===== src/rtl/fpu_ctrl_pkg.sv =====
// Shared types and constants for the FPU request scheduler.
// Opcode set, scheduler states and the quiet-NaN error result.
package fpu_ctrl_pkg;

    typedef enum logic [2:0] {
        OP_ADD  = 3'd0,
        OP_SUB  = 3'd1,
        OP_MUL  = 3'd2,
        OP_DIV  = 3'd3,
        OP_SQRT = 3'd4
    } fpu_op_e;

    typedef enum logic [1:0] {
        S_IDLE,
        S_ISSUE,
        S_WAIT,
        S_RESP
    } sched_state_e;

    localparam logic [31:0] QNAN = 32'h7FC0_0000;

    // Codes above SQRT are never sent to the core.
    function automatic logic op_legal(input logic [2:0] op);
        return op <= 3'(OP_SQRT);
    endfunction

endpackage


===== src/rtl/rr_arbiter.sv =====
// Combinational round-robin picker: first asserted request at or after ptr.
// The pointer register lives in the caller.
module rr_arbiter #(
    parameter int N = 4
) (
    input  logic [N-1:0]         req,
    input  logic [$clog2(N)-1:0] ptr,
    output logic [N-1:0]         gnt,
    output logic [$clog2(N)-1:0] idx
);

    localparam int IW = $clog2(N);

    logic          found;
    logic [IW-1:0] cand;

    always_comb begin
        gnt   = '0;
        idx   = '0;
        found = 1'b0;
        cand  = '0;
        for (int k = 0; k < N; k++) begin
            cand = IW'((int'(ptr) + k) % N);
            if (!found && req[cand]) begin
                found     = 1'b1;
                gnt[cand] = 1'b1;
                idx       = cand;
            end
        end
    end

endmodule


===== src/rtl/fpu_req_sched.sv =====
// Shares one FPU core among NREQ requesters with round-robin arbitration.
// One op in flight; results return on a shared bus with a per-requester valid.
module fpu_req_sched #(
    parameter int NREQ    = 4,
    parameter int TIMEOUT = 64
) (
    input  logic                       clk,
    input  logic                       rst,
    input  logic [NREQ-1:0]            req_valid,
    output logic [NREQ-1:0]            req_ready,
    input  logic [NREQ-1:0][31:0]      req_opA,
    input  logic [NREQ-1:0][31:0]      req_opB,
    input  logic [NREQ-1:0][2:0]       req_op,
    output logic [NREQ-1:0]            rsp_valid,
    input  logic [NREQ-1:0]            rsp_ready,
    output logic [31:0]                rsp_result,
    output logic                       rsp_err,
    output logic                       fpu_start,
    output logic [31:0]                fpu_opA,
    output logic [31:0]                fpu_opB,
    output logic [2:0]                 fpu_op,
    input  logic                       fpu_done,
    input  logic [31:0]                fpu_result,
    output logic                       busy
);

    import fpu_ctrl_pkg::*;

    localparam int IW = $clog2(NREQ);
    localparam int TW = $clog2(TIMEOUT);

    sched_state_e    state;
    logic [IW-1:0]   rr_ptr;
    logic [IW-1:0]   gidx;
    logic [IW-1:0]   arb_idx;
    logic [IW-1:0]   next_ptr;
    logic [NREQ-1:0] arb_gnt;
    logic [TW-1:0]   timer;
    logic [31:0]     result_q;
    logic            err_q;
    logic            rsp_done;
    logic            timed_out;

    rr_arbiter #(
        .N (NREQ)
    ) u_arb (
        .req (req_valid),
        .ptr (rr_ptr),
        .gnt (arb_gnt),
        .idx (arb_idx)
    );

    // Gated by rst so nothing looks accepted while reset is held.
    assign req_ready  = (state == S_IDLE && !rst) ? arb_gnt : '0;
    assign busy       = (state != S_IDLE);
    assign rsp_result = result_q;
    assign rsp_err    = err_q;
    assign rsp_done   = |(rsp_valid & rsp_ready);
    assign timed_out  = (timer == TW'(TIMEOUT - 1));
    assign next_ptr   = (arb_idx == IW'(NREQ - 1)) ? '0 : arb_idx + 1'b1;

    always_ff @(posedge clk or posedge rst) begin
        if (rst) begin
            state     <= S_IDLE;
            rr_ptr    <= '0;
            gidx      <= '0;
            timer     <= '0;
            fpu_start <= 1'b0;
            fpu_opA   <= '0;
            fpu_opB   <= '0;
            fpu_op    <= '0;
            result_q  <= '0;
            err_q     <= 1'b0;
            rsp_valid <= '0;
        end else begin
            unique case (state)
                S_IDLE: begin
                    if (|req_valid) begin
                        gidx    <= arb_idx;
                        rr_ptr  <= next_ptr;
                        fpu_opA <= req_opA[arb_idx];
                        fpu_opB <= req_opB[arb_idx];
                        fpu_op  <= req_op[arb_idx];
                        if (op_legal(req_op[arb_idx])) begin
                            fpu_start <= 1'b1;
                            state     <= S_ISSUE;
                        end else begin
                            result_q  <= QNAN;
                            err_q     <= 1'b1;
                            rsp_valid <= arb_gnt;
                            state     <= S_RESP;
                        end
                    end
                end
                S_ISSUE: begin
                    fpu_start <= 1'b0;
                    timer     <= '0;
                    state     <= S_WAIT;
                end
                S_WAIT: begin
                    timer <= timer + 1'b1;
                    // A completion on the last allowed cycle beats the timeout.
                    if (fpu_done) begin
                        result_q  <= fpu_result;
                        err_q     <= 1'b0;
                        rsp_valid <= NREQ'(1) << gidx;
                        state     <= S_RESP;
                    end else if (timed_out) begin
                        result_q  <= QNAN;
                        err_q     <= 1'b1;
                        rsp_valid <= NREQ'(1) << gidx;
                        state     <= S_RESP;
                    end
                end
                S_RESP: begin
                    if (rsp_done) begin
                        rsp_valid <= '0;
                        state     <= S_IDLE;
                    end
                end
                default: state <= S_IDLE;
            endcase
        end
    end

endmodule


===== config.mk =====
export PLATFORM = sky130hd
export DESIGN_NAME = fpu_req_sched
export DESIGN_NICKNAME = d
export VERILOG_FILES = /design/src/rtl/fpu_ctrl_pkg.sv /design/src/rtl/rr_arbiter.sv /design/src/rtl/fpu_req_sched.sv
export SDC_FILE = /design/constraint.sdc
export NUM_CORES = 1
export LEC_CHECK = 0
export ABC_AREA = 1
export BUFFER_PORTS_ARGS = -buffer_cell sky130_fd_sc_hd__buf_2
export CELL_PAD_IN_SITES_DETAIL_PLACEMENT = 0
export CELL_PAD_IN_SITES_GLOBAL_PLACEMENT = 1
export CORE_AREA = 2 2 164 166
export DETAILED_ROUTE_END_ITERATION = 7
export DIE_AREA = 0 0 166 168
export GPL_TIMING_DRIVEN = 1
export PLACE_DENSITY = 0.84
export SLEW_MARGIN = 30
export SYNTH_ARGS = -nofsm -noshare
export SYNTH_HDL_FRONTEND = slang
export SYNTH_SLANG_ARGS = --single-unit
export TNS_END_PERCENT = 30

===== constraint.sdc =====
create_clock -name clk -period 10.75 [get_ports clk]
set_input_delay 2.15 -clock clk [delete_from_list [all_inputs] [get_ports clk]]
set_output_delay 2.15 -clock clk [all_outputs]
set_load 0.005 [all_outputs]

After elaboration in Yosys (flattened, before gate mapping)

Cells that the tools add are included.

Add/sub/neg operators: 5
$lt $le $gt $ge: 10
Eq/ne operators: 10
Shifts and indexed selects: 1
Mux-type cells: 61
Bitwise logic cells: 4
Reduce and logical (&&, ||, !) cells: 25

Operator list:

| operator                                                                             | number |
|---|---|
| 32-bit 2-to-1 mux                                                                    | 6 |
| 32-bit binary-select mux with 2-bit select                                           | 2 |
| 32-bit case mux with 2 select lines                                                  | 1 |
| 4-bit 2-to-1 mux                                                                     | 10 |
| 2-bit 2-to-1 mux                                                                     | 10 |
| 1-bit 2-to-1 mux                                                                     | 17 |
| 2-bit by 3-bit < comparator with 1-bit output (second input constant)                | 5 |
| 4-bit bitwise OR                                                                     | 3 |
| 4-bit case mux with 3 select lines                                                   | 1 |
| 6-bit case mux with 2 select lines                                                   | 1 |
| 1-bit binary-select mux with 2-bit select                                            | 4 |
| 1-bit demux with 2-bit select                                                        | 4 |
| 2-bit by 1-bit greater-or-equal comparator with 1-bit output (second input constant) | 4 |
| 1-bit logical AND                                                                    | 8 |
| 2-bit case mux with 4 select lines                                                   | 1 |
| 2-bit nonzero test                                                                   | 4 |
| 4-bit OR reduction                                                                   | 2 |
| 6-bit by 1-bit adder with 6-bit output (second input constant)                       | 1 |
| 3-bit binary-select mux with 2-bit select                                            | 1 |
| 2-bit == test (second input constant)                                                | 3 |
| 6-bit == test (second input constant)                                                | 1 |
| 3-bit AND reduction                                                                  | 2 |
| 5-bit AND reduction                                                                  | 1 |
| 2-bit by 1-bit adder with 2-bit output (second input constant)                       | 2 |
| 15 further kinds                                                                     | 22 |

Register bits after elaboration: 117
Input bits: 311
Output and inout bits: 110
Logic and storage cells: 127

Longest topological paths before layout

Depth after elaboration: 18
Gate-level depth with buffers: 22
Gate-level depth less buffers: 20

By module

Synthesis repeated with hierarchy kept, for this count alone.

Cell total of the unflattened synthesis: 1064
Area, all modules: 7417.1 um^2

Modules (own cells, without submodules):

| module        | instances | cells an instance | area an instance (um^2) | sequential area each (um^2) |
|---|---|---|---|---|
| fpu_req_sched | 1         | 982               | 6901.6                  | 2927.8 |
| rr_arbiter    | 1         | 82                | 515.5                   | 0.0 |

Worst setup path before layout

Ideal clock, no wire load.

Kind: input-to-output
From: input port req_valid[3]
To: output port req_ready[0]
Arrival: 2.947 ns
Required time: 8.600 ns
Path slack: 5.653 ns
Stages: 9
Path buffers: 0
Cell sequence: nand2_1 > nand3_1 > nand2_1 > nand4_1 > inv_1 > nand2_1 > nand3_1 > nand2_1 > inv_1

Cells in the longest elaborated chain, start to end: 13
Elaborated cells on any way between the ends: 25
Those cells by class: mux: 16; bitwise: 3; reduce/logical: 6

RTL lines:

| item                                      | line                | text |
|---|---|---|
| from (decl)                               | fpu_req_sched.sv:9  | `input logic [NREQ-1:0] req_valid,` |
| 1-bit binary-select mux with 2-bit select | rr_arbiter.sv:24    | `if (!found && req[cand]) begin` |
| 1-bit 2-to-1 mux (implied by the code)    | rr_arbiter.sv:24    |  |
| 1-bit 2-to-1 mux                          | rr_arbiter.sv:24    |  |
| 1-bit zero test                           | rr_arbiter.sv:24    |  |
| 1-bit logical AND                         | rr_arbiter.sv:24    |  |
| 1-bit 2-to-1 mux                          | rr_arbiter.sv:24    |  |
| 1-bit zero test                           | rr_arbiter.sv:24    |  |
| 1-bit logical AND                         | rr_arbiter.sv:24    |  |
| 1-bit 2-to-1 mux                          | rr_arbiter.sv:24    |  |
| 1-bit zero test                           | rr_arbiter.sv:24    |  |
| 1-bit logical AND                         | rr_arbiter.sv:24    |  |
| 4-bit 2-to-1 mux *                        | rr_arbiter.sv:24    |  |
| 4-bit 2-to-1 mux *                        | fpu_req_sched.sv:54 | `assign req_ready = (state == S_IDLE && !rst) ? arb_gnt : '0;` |
| to (decl)                                 | fpu_req_sched.sv:10 | `output logic [NREQ-1:0] req_ready,` |

Every way passes the cells marked *; elsewhere a longest branch is shown, timed or not. The select of a mux whose other input is x is not followed.

Final worst setup path

From: input port req_valid[3]
To: register result_q[23] (netlist: rsp_result[23])

Cells in the longest elaborated chain, start to end: 17
Elaborated cells on any way between the ends: 28
Those cells by class: order compare: 1; eq/ne: 2; mux: 17; reduce/logical: 8

RTL lines:

| item                                      | line                 | text |
|---|---|---|
| 1-bit binary-select mux with 2-bit select | rr_arbiter.sv:24     |  |
| 1-bit 2-to-1 mux (implied by the code)    | rr_arbiter.sv:24     |  |
| 1-bit 2-to-1 mux                          | rr_arbiter.sv:24     |  |
| 1-bit zero test                           | rr_arbiter.sv:24     |  |
| 1-bit logical AND                         | rr_arbiter.sv:24     |  |
| 1-bit 2-to-1 mux                          | rr_arbiter.sv:24     |  |
| 1-bit zero test                           | rr_arbiter.sv:24     |  |
| 1-bit logical AND                         | rr_arbiter.sv:24     |  |
| 1-bit 2-to-1 mux                          | rr_arbiter.sv:24     |  |
| 1-bit zero test                           | rr_arbiter.sv:24     |  |
| 1-bit logical AND                         | rr_arbiter.sv:24     |  |
| 2-bit 2-to-1 mux                          | rr_arbiter.sv:24     |  |
| 3-bit binary-select mux with 2-bit select | fpu_req_sched.sv:84  | `if (op_legal(req_op[arb_idx])) begin` |
| 3-bit 2-to-1 mux (implied by the code)    | fpu_req_sched.sv:84  |  |
| 3-bit less-or-equal comparator            | fpu_ctrl_pkg.sv:24   | `return op <= 3'(OP_SQRT);` |
| 2-bit inequality test (no line)           | --                   |  |
| 4-bit AND reduction (no line) *           | --                   |  |
| to (signal assigned)                      | fpu_req_sched.sv:104 | `result_q <= fpu_result;` |
| to (decl)                                 | fpu_req_sched.sv:39  | `logic [31:0] result_q;` |

Marks and branches as above.
A chain may end at the register's enable or synchronous reset.

==> metrics.md <==
| Metric | Value |
|---|---|
| FMAX | `176 MHz` |
| Clk Latency, worst-skew pair | `~410 ps` |
| Seq/Total Area, Yosys | `39.0%` |
| Hold Fails Final Rpt | `0` |
| Syn Nets | `1304` |
| Routed met3 length | `1800 um` |
| Hold Crit Class | `reg2reg` |
| Total setup buffers inserted after CTS | `0` |
| Post-CTS Hold Fix Bufs | `0` |
| Overall routing resource usage | `between 10% and 20%` |
| Nets | `1676` |
| Startpoint kind of the worst setup timing path | `input pin` |
| Number of optimization iterations in the first detailed-route pass | `5` |
| Number of warnings reported in the yosys synthesis log | `0` |
| First-pass GRT wire length | `42000 um` |
| Async S/R FF share, synth | `100%` |
| Crit path top cell by count | `nand2_1` |
| VDD IR max | `approximately 0.38 mV` |
| TritonCTS clock tree | `done` |
| Fillcell total | `between 2000 and 3000` |
| Core Footprint | `0.0264 sq mm` |
| PortBufs | `420` |
| Maximum clock insertion buffer count | `2` |
| Half-perimeter wire length after detailed placement | `~20000 um` |
| Most used flip-flop cell after synthesis | `dfrtp_1` |
| #FFs+latches synth | `around 120` |
| Average cell area after synthesis | `approximately 7.7 sq um` |
| Critical Path RT | `between 10000 and 15000 ps` |
| Overflow left after global routing | `0` |
| Mean routed wirelength per cell | `roughly 16 um` |
| Top library cells by usage in the layout, fill and taps aside | `buf_2, nand2_1, nor2_1` |
| Ordered cell list for the critical path | `buf_2, inv_1, nand2_1, nand3_2, nand2_4, nor2_4, nand2_1, nand2_2, nand2_4, nand2_4, buf_4, nand2_1, nand3_1, nand2_1, nand2_2, nand2_4, nand2_4, nand2_2, nand2_1, nand2_1` |
| Wire length on met1 | `11200 um` |
| Final routed DRC violation total | `0` |
| Leading cell type in the layout, fill and taps excluded | `buf_2` |
| Number of endpoints failing setup at the final stage | `0` |
| Met2 wire len | `13200 um` |
| Max Clock Skew | `9.66 ps` |
| Clock buffer count from CTS | `17` |
| Chip Height | `168 um` |
| Total vias in the final route | `~8300` |
| Post-Synthesis Cells | `980` |
| Weighted congestion reported at the end of routability-driven placement | `0.845` |
| Placement Rows | `60` |
| Type of the worst setup path | `in2reg` |
| Setup repair after global routing missed its margin | `no` |
| Post-synthesis instance area | `0.00751 sq mm` |
| Outcome | `complete, no violations` |
| Final Util | `39.4%` |
| Sink count of the clock tree | `117` |
| Final setup TNS | `0 ps` |
| CTS H-tree depth | `4` |
| Power density over cell area | `387 mW/mm^2` |
| Clock slew at the register clock pins of the worst setup and hold paths | `60 ps` |
| Biggest cell delay along the critical path | `about 690 ps` |
| Ratio of routed vias to standard cells | `a little under 5` |
| Routed WL | `27100 um` |
| Resize count post-CTS | `0` |
| Count of distinct cell types in the synthesized netlist | `40` |
| DR iter-0 viols | `roughly 530` |
| Worst-path cell with the longest stage delay | `buf_4` |
| Slew Limit Fails | `0` |
| CP Data Arrival Time | `5960 ps` |
| Least-Margin Pin Slew | `987 ps` |
| Hold slack final | `468 ps` |
| Starting Density | `28.5%` |
| Cell count after placement | `1673` |
| Final worst path period share | `a little over half` |
| Root buffer cell | `clkbuf_16` |
| Maximum number of pins on one net before global-route repair | `84` |
| Top layer in use | `met5` |
| Relative slew margins | `roughly 34%` |
| Die Area | `~0.028 sq mm` |
| Number of antenna violations at the first check in global routing | `2` |
| Number of enable-type register cells in the synthesized netlist | `0` |
| Filler-free cell count of the finished design | `approximately 1700` |
| Post-layout total power | `4010 uW` |
| Critical Path Fanout Max | `83` |
| P_leak | `~0.0054 uW` |
| Number of I/O pins | `~420` |
| Die outline width | `166 um` |
| Number of antenna-violating nets in the routed design | `0` |
| Via count of the first global-routing pass | `7850` |
| Area growth, synth to finish | `38.0%` |
| Sort of element at the end of the critical path | `flip-flop` |
| Fraction of layout cells with a size suffix above 1 | `approximately two fifths` |
| MaxCap Viol Count | `0` |
| Time the worst path needs with I/O delays and setup | `5670 ps` |
## state kept, by name (all words and copies together), names as in the netlist
register	count
rsp_err	1
fpu_opB	32
rsp_valid	4
rsp_result	32
state	2
fpu_opA	32
timer	6
gidx	2
fpu_op	3
fpu_start	1
rr_ptr	2
## where the power goes
group	switching (uW)	leakage [uW]	total, uW	internal [uW]
sequential	139	0.00143	811	672
combinational	1700	0.00370	2640	942
clock	224	0.000276	557	333
## metal layers
metal | vias up | GRT usage (%)
li1 | 4092 | -
met1 | 3852 | 23.2
met2 | 321 | 31.7
met3 | 49 | 4.40
met4 | 2 | 7.75
met5 | - | 0
## synthesized netlist by cell type (13+ instances only)
master    count  area share, %
a31oi_1      36            3.0
dfrtp_1     117             39
nand2_1     182            9.1
nor2_1      140            7.0
ha_1         13            2.2
mux2i_1      30            4.0
nand3_2      13            1.7
o21ai_0      88            5.9
inv_1        57            2.8
clkbuf_1     48            2.4
o211ai_1     34            3.4
o221ai_1     30            3.5
o21ai_1      13           0.87
nand3_1      54            3.6
or2_2        24            2.0
## layout make-up
type                    instances  area, sq um  share of cell area (%)
clock buffers                  19          453                    4.37
diodes                          3         7.51                  0.0724
multi-input cells             727         4020                    38.7
well taps                     341          427                    4.11
inverters                      63          249                    2.40
repair buffers                426         2170                    20.9
clock inverters                13          124                    1.19
flip-flops and latches        117         2930                    28.2
## worst max-delay path: cells and delay by family
kind | cells | cell delay, ps
buf+inv | 3 | 880
simple gates | 17 | 2740
## final timing paths
| path | from | endpoint | slack, ps | depth (start not counted) |
|---|---|---|---|---|
| worst max-delay path | req_valid[3] | rsp_result[23]$_DFFE_PP0P_ | 5080 | 20 |
| worst min-delay path | rsp_result[2]$_DFFE_PP0P_ | rsp_result[2]$_DFFE_PP0P_ | 470 | 2 |
| worst max register to register | rr_ptr[0]$_DFFE_PP0P_ | rsp_result[23]$_DFFE_PP0P_ | 5840 | 19 |
| worst min register to register | rsp_result[2]$_DFFE_PP0P_ | rsp_result[2]$_DFFE_PP0P_ | 470 | 2 |
| max in group asynchronous | rst | state[1]$_DFFE_PP0P_ | 7800 | 3 |
| min in group asynchronous | rst | rsp_result[27]$_DFFE_PP0P_ | 1880 | 2 |
## stage by stage
stage	area, sq um	setup slack, ps
after CTS	10300	5140
after floorplan	7510	5500
after detailed placement	9750	4700
final	10400	5080
after global placement	9750	4810
after global routing	10400	4730
## cells by family after synthesis
logic type | Yosys count | synth area share [%]
simple gates | 463 | 28.5
compound gates | 221 | 18.4
buf+inv | 136 | 7.93
flops | 117 | 39.0
mux | 30 | 4.00
fa+ha+maj | 13 | 2.16
Note: power is estimated with default switching activity, not from simulation.
